File: src/rtl/mem8x8_pkg.sv
// Shared sizing defaults and FSM state encoding for the 8x8 RAM access controller.
package mem8x8_pkg;

    // Default RAM geometry
    localparam int DEF_DATA_W = 8;
    localparam int DEF_ADDR_W = 3;
    localparam int DEF_DEPTH  = 2 ** DEF_ADDR_W;

    // Default number of cycles ram_sel is held high per access (legal 1..15)
    localparam int DEF_STROBE_CYCLES = 1;

    // FSM state encoding, kept as plain constants for compatibility with older tools
    localparam logic [2:0] ST_IDLE    = 3'd0;
    localparam logic [2:0] ST_SETUP   = 3'd1;
    localparam logic [2:0] ST_STROBE  = 3'd2;
    localparam logic [2:0] ST_RELEASE = 3'd3;
    localparam logic [2:0] ST_RESP    = 3'd4;

endpackage

File: src/rtl/mem8x8_ctrl.sv
// Access controller for the 8x8 tri-state-output RAM.
// Turns valid/ready read/write requests into a setup / strobe / release sequence
// on the RAM's level-sensitive pins, returns read data on a valid/ready response
// channel, and can sweep every address writing zero (clear-all).
// The ram_addr/ram_op/ram_inp registers double as the latched request, so they
// stay stable from setup through release and hold their value while idle.
module mem8x8_ctrl
    import mem8x8_pkg::*;
#(
    parameter int DATA_W        = DEF_DATA_W,
    parameter int ADDR_W        = DEF_ADDR_W,
    parameter int STROBE_CYCLES = DEF_STROBE_CYCLES
) (
    input  logic              clk,
    input  logic              rst_n,
    input  logic              req_valid,
    output logic              req_ready,
    input  logic              req_write,
    input  logic [ADDR_W-1:0] req_addr,
    input  logic [DATA_W-1:0] req_wdata,
    output logic              rsp_valid,
    input  logic              rsp_ready,
    output logic [DATA_W-1:0] rsp_data,
    input  logic              clr_start,
    output logic              clr_busy,
    output logic              clr_done,
    output logic              ram_sel,
    output logic              ram_op,
    output logic [ADDR_W-1:0] ram_addr,
    output logic [DATA_W-1:0] ram_inp,
    input  logic [DATA_W-1:0] ram_outp
);

    localparam int                DEPTH       = 2 ** ADDR_W;
    localparam logic [ADDR_W-1:0] LAST_ADDR   = ADDR_W'(DEPTH - 1);
    // Strobe counter counts down to zero, so it is loaded with one less than the width
    localparam logic [3:0]        STROBE_LOAD = 4'(STROBE_CYCLES - 1);

    logic [2:0]        state_reg;
    logic [3:0]        strobe_cnt_reg;
    logic [ADDR_W-1:0] clr_cnt_reg;
    logic              clr_mode_reg;

    // Sequencer: FSM, strobe/clear counters and every registered output
    always_ff @(posedge clk or negedge rst_n) begin
        if (!rst_n) begin
            state_reg      <= ST_IDLE;
            strobe_cnt_reg <= '0;
            clr_cnt_reg    <= '0;
            clr_mode_reg   <= 1'b0;
            req_ready      <= 1'b0;
            rsp_valid      <= 1'b0;
            rsp_data       <= '0;
            clr_busy       <= 1'b0;
            clr_done       <= 1'b0;
            ram_sel        <= 1'b0;
            ram_op         <= 1'b0;
            ram_addr       <= '0;
            ram_inp        <= '0;
        end else begin
            // clr_done is a single-cycle pulse
            clr_done <= 1'b0;

            case (state_reg)
                ST_IDLE: begin
                    req_ready <= 1'b1;
                    if (clr_start) begin
                        // Clear wins over a simultaneous request; the request stays pending
                        clr_mode_reg <= 1'b1;
                        clr_cnt_reg  <= '0;
                        clr_busy     <= 1'b1;
                        ram_addr     <= '0;
                        ram_op       <= 1'b1;
                        ram_inp      <= '0;
                        req_ready    <= 1'b0;
                        state_reg    <= ST_SETUP;
                    end else if (req_valid && req_ready) begin
                        clr_mode_reg <= 1'b0;
                        ram_addr     <= req_addr;
                        ram_op       <= req_write;
                        ram_inp      <= req_wdata;
                        req_ready    <= 1'b0;
                        state_reg    <= ST_SETUP;
                    end
                end

                ST_SETUP: begin
                    // Address/op/data have been stable for a full cycle; now select
                    ram_sel        <= 1'b1;
                    strobe_cnt_reg <= STROBE_LOAD;
                    state_reg      <= ST_STROBE;
                end

                ST_STROBE: begin
                    if (strobe_cnt_reg == 4'd0) begin
                        ram_sel   <= 1'b0;
                        state_reg <= ST_RELEASE;
                        // Read data is only driven while selected, so sample on the last strobe cycle
                        if (!ram_op) begin
                            rsp_data <= ram_outp;
                        end
                    end else begin
                        strobe_cnt_reg <= strobe_cnt_reg - 4'd1;
                    end
                end

                ST_RELEASE: begin
                    if (clr_mode_reg) begin
                        if (clr_cnt_reg != LAST_ADDR) begin
                            clr_cnt_reg <= clr_cnt_reg + 1'b1;
                            ram_addr    <= clr_cnt_reg + 1'b1;
                            state_reg   <= ST_SETUP;
                        end else begin
                            clr_mode_reg <= 1'b0;
                            clr_busy     <= 1'b0;
                            clr_done     <= 1'b1;
                            req_ready    <= 1'b1;
                            state_reg    <= ST_IDLE;
                        end
                    end else if (ram_op) begin
                        req_ready <= 1'b1;
                        state_reg <= ST_IDLE;
                    end else begin
                        rsp_valid <= 1'b1;
                        state_reg <= ST_RESP;
                    end
                end

                ST_RESP: begin
                    // Hold the response until the consumer takes it; no new requests meanwhile
                    if (rsp_ready) begin
                        rsp_valid <= 1'b0;
                        req_ready <= 1'b1;
                        state_reg <= ST_IDLE;
                    end
                end

                default: begin
                    ram_sel   <= 1'b0;
                    req_ready <= 1'b0;
                    state_reg <= ST_IDLE;
                end
            endcase
        end
    end

endmodule

File: config.mk
export PLATFORM = sky130hd
export DESIGN_NAME = mem8x8_ctrl
export DESIGN_NICKNAME = d
export VERILOG_FILES = /design/src/rtl/mem8x8_pkg.sv /design/src/rtl/mem8x8_ctrl.sv
export SDC_FILE = /design/constraint.sdc
export NUM_CORES = 1
export LEC_CHECK = 0
export BUFFER_PORTS_ARGS = -buffer_cell sky130_fd_sc_hd__clkbuf_2
export CAP_MARGIN = 20
export CELL_PAD_IN_SITES_DETAIL_PLACEMENT = 1
export CELL_PAD_IN_SITES_GLOBAL_PLACEMENT = 1
export CORE_ASPECT_RATIO = 1.5
export CORE_MARGIN = 1
export CORE_UTILIZATION = 39
export CTS_CLUSTER_SIZE = 24
export DETAILED_ROUTE_END_ITERATION = 10
export PLACE_DENSITY_LB_ADDON = 0.1
export REMOVE_ABC_BUFFERS = 1
export SLEW_MARGIN = 20
export SYNTH_ARGS = -nofsm -noshare
export SYNTH_HDL_FRONTEND = slang
export SYNTH_SLANG_ARGS = --single-unit
File: constraint.sdc
create_clock -name clk -period 2.3 [get_ports clk]
set_input_delay 0.115 -clock clk [delete_from_list [all_inputs] [get_ports clk]]
set_output_delay 0.115 -clock clk [all_outputs]
set_load 0.02 [all_outputs]
; ---- After elaboration in Yosys (flattened, before gate mapping)
; Cells that the tools add are included.
[totals]
ff_bits = 36
input_bits = 25
out_inout_bits = 25
word_cells = 101
[classes]
addsub = 2
eq_ne = 17
mux = 46
n_bitwise = 3
reduce_logical = 20
[ops]
columns = op, count
row1 = $mux 3, 11
row2 = $mux 1, 23
row3 = $reduce_and 4->1, 5
row4 = $ne 2x2->1 const B, 9
row5 = $mux 8, 2
row6 = $pmux 3 s5, 1
row7 = $ne 3x3->1 const B, 4
row8 = $pmux 3 s2, 2
row9 = $pmux 4 s2, 1
row10 = $reduce_and 2->1, 4
row11 = $reduce_bool 2->1, 4
row12 = $eq 3x2->1 const B, 2
row13 = $pmux 1 s2, 3
row14 = $reduce_and 3->1, 2
row15 = $logic_not 4->1, 1
row16 = $mux 4, 1
row17 = $pmux 1 s4, 1
row18 = $sub 4x1->4 const B, 1
row19 = $add 3x1->3 const B, 1
row20 = $eq 3x1->1 const B, 1
row21 = $eq 3x3->1 const B, 1
row22 = $logic_not 3->1, 1
row23 = $not 1->1, 3
row24 = $pmux 1 s3, 1
row25 = 3 further kinds, 3

; ---- Logic depth before layout (Yosys ltp)
; Gate-level depths: netlist (run 1).
[depth]
ltp_word = 4
mapped_depth = 6
ltp_nobuf = 6

; ---- Least setup slack after synthesis (run 1)
; Ideal clock, no wire load.
[synth_timing]
kind = reg2reg
start = reg strobe_cnt_reg[0]
end = reg rsp_data[0]
setup_time_ps = 125
arrival_ps = 1692
required_time_ps = 2175
slack_ps = 482
stages_incl_launch_ff = 7
n_path_buf = 1
synth_period_minus_slack_ps = 1818
path_cell_list = dfrtp_1 > inv_1 > ha_1 > or3b_1 > or3_1 > buf_6 > mux2_4
[synth_via]
elab_chain_len = 2
[synth_lines]
columns = element, line
row1 = "start, declared", mem8x8_ctrl.sv:40  ; logic [3:0] strobe_cnt_reg;
row2 = "start signal, assigned", mem8x8_ctrl.sv:103  ; strobe_cnt_reg <= strobe_cnt_reg - 4'd1;
row3 = $logic_not 4->1, mem8x8_ctrl.sv:95  ; if (strobe_cnt_reg == 4'd0) begin
row4 = $reduce_and 3->1 (no source line), n/a
row5 = "end signal, assigned", mem8x8_ctrl.sv:100  ; rsp_data <= ram_outp;
row6 = "end, declared", mem8x8_ctrl.sv:23  ; output logic [DATA_W-1:0] rsp_data,
; No other way between the ends.
; A chain may end at the register's enable or synchronous reset.

; ---- Worst setup path after layout (run 1)
[layout_timing]
start = reg strobe_cnt_reg[0]
end = reg rsp_data[5]
; Same word-level chain as after synthesis.

==> impl_metrics.json, run 1 <==
{
  "fp.dieArea_mm2": 0.004627,
  "place_hpwl_um": 2911,
  "critical_path_required_ns": 2.48,
  "hold_depth": 2,
  "finalHoldViolations": 0,
  "syn_area_per_cell_um2": 10.88,
  "p_seq_share_pct": 36.5,
  "global_route_wire_length_before_repair_um": 7003,
  "synth_edf_count": 0,
  "critical_path_peak_fanout": 8,
  "rows": 29,
  "grt_max_degree": 37,
  "worst_setup_hold_path_clk_slew_ns": 0.07,
  "comb_power_share_pct": 43.2,
  "drt_first_pass_iters": 4,
  "finish.cell_count_without_fillers": 258,
  "clk_path_buf_depth": 2,
  "worst_hold_path_type": "input port to flop",
  "status": "finished, final reports clean",
  "power_switching_share_pct": 38.49,
  "timing.critical_path.to": "rsp_data[5]$_DFFE_PN0P_",
  "area.growth.synth_to_final_pct": 25.57,
  "clkPwrFrac_pct": 20.3,
  "antenna_cells": 0,
  "io-pin-count": 50,
  "vias_per_cell": 5.283,
  "worstSetupPathType": "flop to flop",
  "yosysWarnings": 0,
  "internal-power_mw": 1.679,
  "synth_area_mm2": 0.001698,
  "post-place-cells": 249,
  "number_of_global_route_vias_before_repair": 1471,
  "drc_errors": 0,
  "layout-drive-gt1-share_pct": 36.79,
  "worstSkewPairLatency_ns": 0.29,
  "total_number_of_vias": 1363,
  "gr-total-overflow": 0,
  "yosysSeqAreaShare_pct": 53.06,
  "finalMaxSlewViolations": 0,
  "synth_ff_type": "dfrtp_1",
  "number_of_antenna_violations_at_the_first_check_in_global_routing": 0,
  "worstReg2RegStart": "strobe_cnt_reg[0]$_DFFE_PN0P_",
  "clock-sinks": 36,
  "tritoncts": "done",
  "slew_headroom_pct": 40.04,
  "die_w_um": 55.88,
  "cts.htree.levels": 2,
  "drt-wirelength-per-cell_um": 15.61,
  "port_buffers": 49,
  "fp.coreArea_mm2": 0.004209,
  "grt_use_total_pct": 19.41,
  "reg2reg_slack_ns": 0.20,
  "die_height_um": 82.81,
  "post_route_cell_area_mm2": 0.002132,
  "final_period_minus_worst_setup_slack_ns": 2.105,
  "critical_path.startpoint": "strobe_cnt_reg[0]$_DFFE_PN0P_",
  "synth_cell_type_count": 31,
  "route.final.wire_length_um": 4028,
  "finalClockSkew_ns": 0.002730,
  "routabilityCongestion": 0.7474,
  "floorplan.initialDensity_pct": 40.34,
  "clock_tree.root_cell": "clkbuf_8",
  "timing_worst_slew_pin_value_ns": 0.8994,
  "synth-seq-cells": 36,
  "rsz0062_at_grt": "false",
  "crit_path_start_kind": "flop",
  "number_of_maximum_capacitance_constraint_violations": 0,
  "cts_buffers": 5,
  "maxClockFrequency_mhz": 475.1,
  "layout_commonest_cell": "clkbuf_2",
  "r2r-end": "rsp_data[5]$_DFFE_PN0P_",
  "timing.final.setup_violations": 0,
  "r2r_cells": 5,
  "async_flop_share_pct": 100.0,
  "drt_iter0_drc": 29,
  "worst-endpoint-arrival_ns": 2.28,
  "post_synth_inst_count": 156,
  "worstSetupEndpointType": "flop",
  "cellPowerDensity_mw_per_mm2": 1280,
  "vdd_ir_drop_max_v": 0.0007586,
  "power.net_switching_mw": 1.051,
  "post_detailed_route_count_of_antenna_violating_nets": 0,
  "fin_crit_sh_pct": 91.51,
  "placed_area_mm2": 0.002011,
  "finalCoreUtilization_pct": 50.65,
  "power.leakage_nw": 1.098,
  "mostFrequentLayoutCells": "49 x clkbuf_2, 36 x dfrtp_1, 18 x o21ai_0, 13 x nand2_1, 11 x inv_1",
  "nNetsFinal": 240
}
[through the flow]
stage,setup slack (ns),hold slack (ns),power [mW],setup TNS [ns]
2_1_floorplan,-0.3053,-0.1806,1.747,-0.9569
3_3_place_gp,0.3292,0.2789,2.137,0
3_5_place_dp,0.2046,0.2871,2.184,0
4_1_cts,0.1869,0.04302,2.767,0
5_1_grt,0.1088,0.04476,2.913,0
6_report,0.1953,0.05394,2.730,0
[power by group through the flow]
stage | Sequential [mW] | Clock (mW) | Combinational, mW
CTS | 0.999 | 0.575 | 1.19
floorplan | 1.23 | 0 | 0.518
detailed placement | 1.01 | 0 | 1.17
finish | 0.996 | 0.554 | 1.18
global placement | 0.993 | 0 | 1.14
global route | 1.02 | 0.593 | 1.30
[synthesized netlist by cell type, types with 2 or more instances]
cell,number,area share [%]
inv_1,11,2.4
nor4_1,2,0.74
nand2b_1,3,1.1
and2_1,2,0.74
nand3_1,2,0.59
a31oi_1,2,0.74
or3b_1,2,1.0
mux2i_1,3,1.8
a21oi_1,6,1.8
o21ai_0,18,5.3
ha_1,4,2.9
a21o_1,2,0.88
clkbuf_1,6,1.3
nand2_1,13,2.9
mux2_4,8,7.1
or2_2,2,0.74
mux2_2,5,3.3
dfrtp_1,36,53
nor2b_1,2,0.74
nand3b_1,10,4.4
nor2_1,7,1.5
[how the worst min path moves through the flow]
stage	end	from	slack [ns]
5_1_grt	rsp_data[0]$_DFFE_PN0P_	ram_outp[0]	0.04
2_1_floorplan	clr_busy$_DFFE_PN0P_	rst_n	-0.18
3_3_place_gp	ram_inp[0]$_DFFE_PN0P_	rst_n	0.28
3_5_place_dp	ram_inp[0]$_DFFE_PN0P_	rst_n	0.29
6_report	rsp_data[3]$_DFFE_PN0P_	ram_outp[3]	0.05
4_1_cts	rsp_data[1]$_DFFE_PN0P_	ram_outp[1]	0.04
[critical path: stages, from the launching register on]
cell and delay, ns:
dfrtp_1 0.41, inv_1 0.10, ha_1 0.15, or3b_1 0.37, or3_1 0.57, mux2_4 0.39
[final cells by class]
class / count / area [um^2]
fillers: 493 / 2077
flip-flops and latches: 36 / 900.9
multi-input cells: 102 / 728.2
repair buffers: 55 / 292.8
clock buffers: 5 / 68.82
well taps: 46 / 57.56
clock inverters: 3 / 42.54
inverters: 11 / 41.29
[metal layers]
layer / GRT usage (%) / up-vias / wire length [um]
met2: 33.19 / 36 / 2126
met5: 0 / - / 0
met4: 9.978 / 0 / 96
met3: 4.673 / 7 / 172
li1: - / 642 / -
met1: 22.24 / 678 / 1632
[repair_timing]
action	CTS	global route
hold endpoints to repair	36	0
setup endpoints to repair	0	0
gates resized for setup	0	0
hold buffers	1	0
setup buffers	0	0
[cells by family after synthesis]
group	after synthesis	synth area share, %
and+or+nand+nor	52	17.61
adders and majority gates	4	2.948
buffers and inverters	18	4.421
muxes	16	12.16
AOI/OAI and AO/OA	30	9.801
DFF	36	53.06
Note: power is estimated with default switching activity, not from simulation.
==> run 2: changes to the inputs <==
--- a/config.mk
+++ b/config.mk
@@ -14,7 +14,7 @@
 export CORE_UTILIZATION = 39
 export CTS_CLUSTER_SIZE = 24
 export DETAILED_ROUTE_END_ITERATION = 10
-export PLACE_DENSITY_LB_ADDON = 0.1
+export PLACE_DENSITY = 0.82
 export REMOVE_ABC_BUFFERS = 1
 export SLEW_MARGIN = 20
 export SYNTH_ARGS = -nofsm -noshare
==> run 2 against run 1 <==
Largest power group unchanged. Global-route usage grew 0.48 points. Core utilization is 0.56 points lower. Sequential share of layout area increased by 0.48 points. Clock power fell by 20%. Clock skew increased by 0.0021 ns. Routed wire length rose by 2.6%. Non-clock buffer count stayed put. Critical path type unchanged. Count of clock-buffer cells in the layout is the same.
==> impl_metrics.json, run 2 (synthesis gave the netlist of run 1 again) <==
{
  "worstSetupEndpointType": "flop",
  "slew_headroom_pct": 39.76,
  "fp.coreArea_mm2": 0.004209,
  "timing_worst_slew_pin_value_ns": 0.9036,
  "finalPower_mw": 2.630,
  "nNetsFinal": 240,
  "drt_iter0_drc": 55,
  "area.growth.synth_to_final_pct": 24.17,
  "reg2reg_slack_ns": 0.25,
  "finalMaxSlewViolations": 0,
  "critical_path_peak_fanout": 8,
  "worst_hold_path_type": "input port to flop",
  "rows": 29,
  "finalHoldViolations": 0,
  "grt_use_total_pct": 19.90,
  "hold_slack_ns": 0.05383,
  "gr-total-overflow": 0,
  "tritoncts": "done",
  "cellPowerDensity_mw_per_mm2": 1247,
  "fp.dieArea_mm2": 0.004627,
  "route.final.wire_length_um": 4131,
  "multi_input_area_um2": 728.2,
  "grt_max_degree": 37,
  "antenna_cells": 0,
  "drt-wirelength-per-cell_um": 16.01,
  "rsz0062_at_grt": "false",
  "holdBufCountCts": 1,
  "vias_per_cell": 5.209,
  "cts.repair_timing.setup_buffer_count": 0,
  "total_number_of_vias": 1344,
  "layout-drive-gt1-share_pct": 36.79,
  "vdd_ir_drop_max_v": 0.0006529,
  "crit_path_start_kind": "flop",
  "finalCoreUtilization_pct": 50.09,
  "cts_buffers": 5,
  "worst-endpoint-arrival_ns": 2.23,
  "die_w_um": 55.88,
  "number_of_global_route_vias_before_repair": 1395,
  "nFillCells": 494,
  "fin_crit_sh_pct": 89.26,
  "cts_repair_resize_count": 0,
  "io-pin-count": 50,
  "drc_errors": 0,
  "worstSetupPathType": "flop to flop",
  "maxClockFrequency_mhz": 487.1,
  "global_route_wire_length_before_repair_um": 6934,
  "routabilityCongestion": 0.7429,
  "timing.final.setup_violations": 0,
  "clock-sinks": 36,
  "place_hpwl_um": 3088,
  "number_of_antenna_violations_at_the_first_check_in_global_routing": 0,
  "layout.area.seq_um2": 900.9,
  "status": "finished, final reports clean",
  "die_height_um": 82.81,
  "post_detailed_route_count_of_antenna_violating_nets": 0,
  "cts.htree.levels": 2,
  "drt_first_pass_iters": 4,
  "critical_path_required_ns": 2.48,
  "mostFrequentLayoutCells": "49 x clkbuf_2, 36 x dfrtp_1, 18 x o21ai_0, 13 x nand2_1, 11 x inv_1",
  "floorplan.initialDensity_pct": 40.34,
  "clk_path_buf_depth": 2,
  "worst_setup_hold_path_clk_slew_ns": 0.07,
  "power.leakage_nw": 1.092,
  "port_buffers": 49,
  "worstSkewPairLatency_ns": 0.29,
  "layout_commonest_cell": "clkbuf_2",
  "finalClockSkew_ns": 0.004852,
  "number_of_maximum_capacitance_constraint_violations": 0,
  "clock_tree.root_cell": "clkbuf_8",
  "final_period_minus_worst_setup_slack_ns": 2.053
}
-- run 2: worst paths after layout --
path / from / to / cells after the start
setup / recovery: strobe_cnt_reg[0]$_DFFE_PN0P_ / rsp_data[0]$_DFFE_PN0P_ / 5
hold / removal: ram_outp[7] / rsp_data[7]$_DFFE_PN0P_ / 2
setup reg to reg: strobe_cnt_reg[0]$_DFFE_PN0P_ / rsp_data[0]$_DFFE_PN0P_ / 5
hold reg to reg: ram_addr[2]$_DFFE_PN0P_ / ram_addr[2]$_DFFE_PN0P_ / 1
max in group asynchronous: rst_n / ram_sel$_DFFE_PN0P_ / 2
min in group asynchronous: rst_n / ram_inp[5]$_DFFE_PN0P_ / 2
-- run 2: power by group --
part	internal, mW	leakage, nW	switching [mW]
Clock	0.211	0.0479	0.232
Combinational	0.504	0.596	0.675
Sequential	0.854	0.448	0.153
Total	1.57	1.09	1.06
-- run 2: metal layers --
layer	share of wire, %	vias up	track usage [%]
met5	0	-	0
met4	2.4	0	9.534
met1	39	659	21.93
met3	3.5	7	4.361
met2	55	37	35.60
li1	-	641	-
-- run 2: layout make-up --
class | instances | area share, %
clock buffer | 5 | 3.264
clock inverter | 3 | 0.8902
inverter | 11 | 1.958
multi-input combinational | 102 | 34.54
sequential | 36 | 42.73
tap | 46 | 2.730
timing repair buffer | 55 | 13.89
-- run 2: per-stage QoR --
stage / instances / TNS (ns) / setup WS (ns) / instance area (um^2)
2_1_floorplan: 149 / -0.9569 / -0.3053 / 1664
3_3_place_gp: 249 / 0 / 0.3239 / 2011
3_5_place_dp: 249 / 0 / 0.2337 / 2011
4_1_cts: 258 / 0 / 0.2189 / 2108
5_1_grt: 258 / 0 / 0.1475 / 2108
6_report: 258 / 0 / 0.2471 / 2108
-- run 2: worst max-delay path: stages (launching register included) --
cell and delay (ns):
dfrtp_1 0.41, inv_1 0.09, ha_1 0.14, or3b_1 0.37
or3_1 0.55, mux2_4 0.38
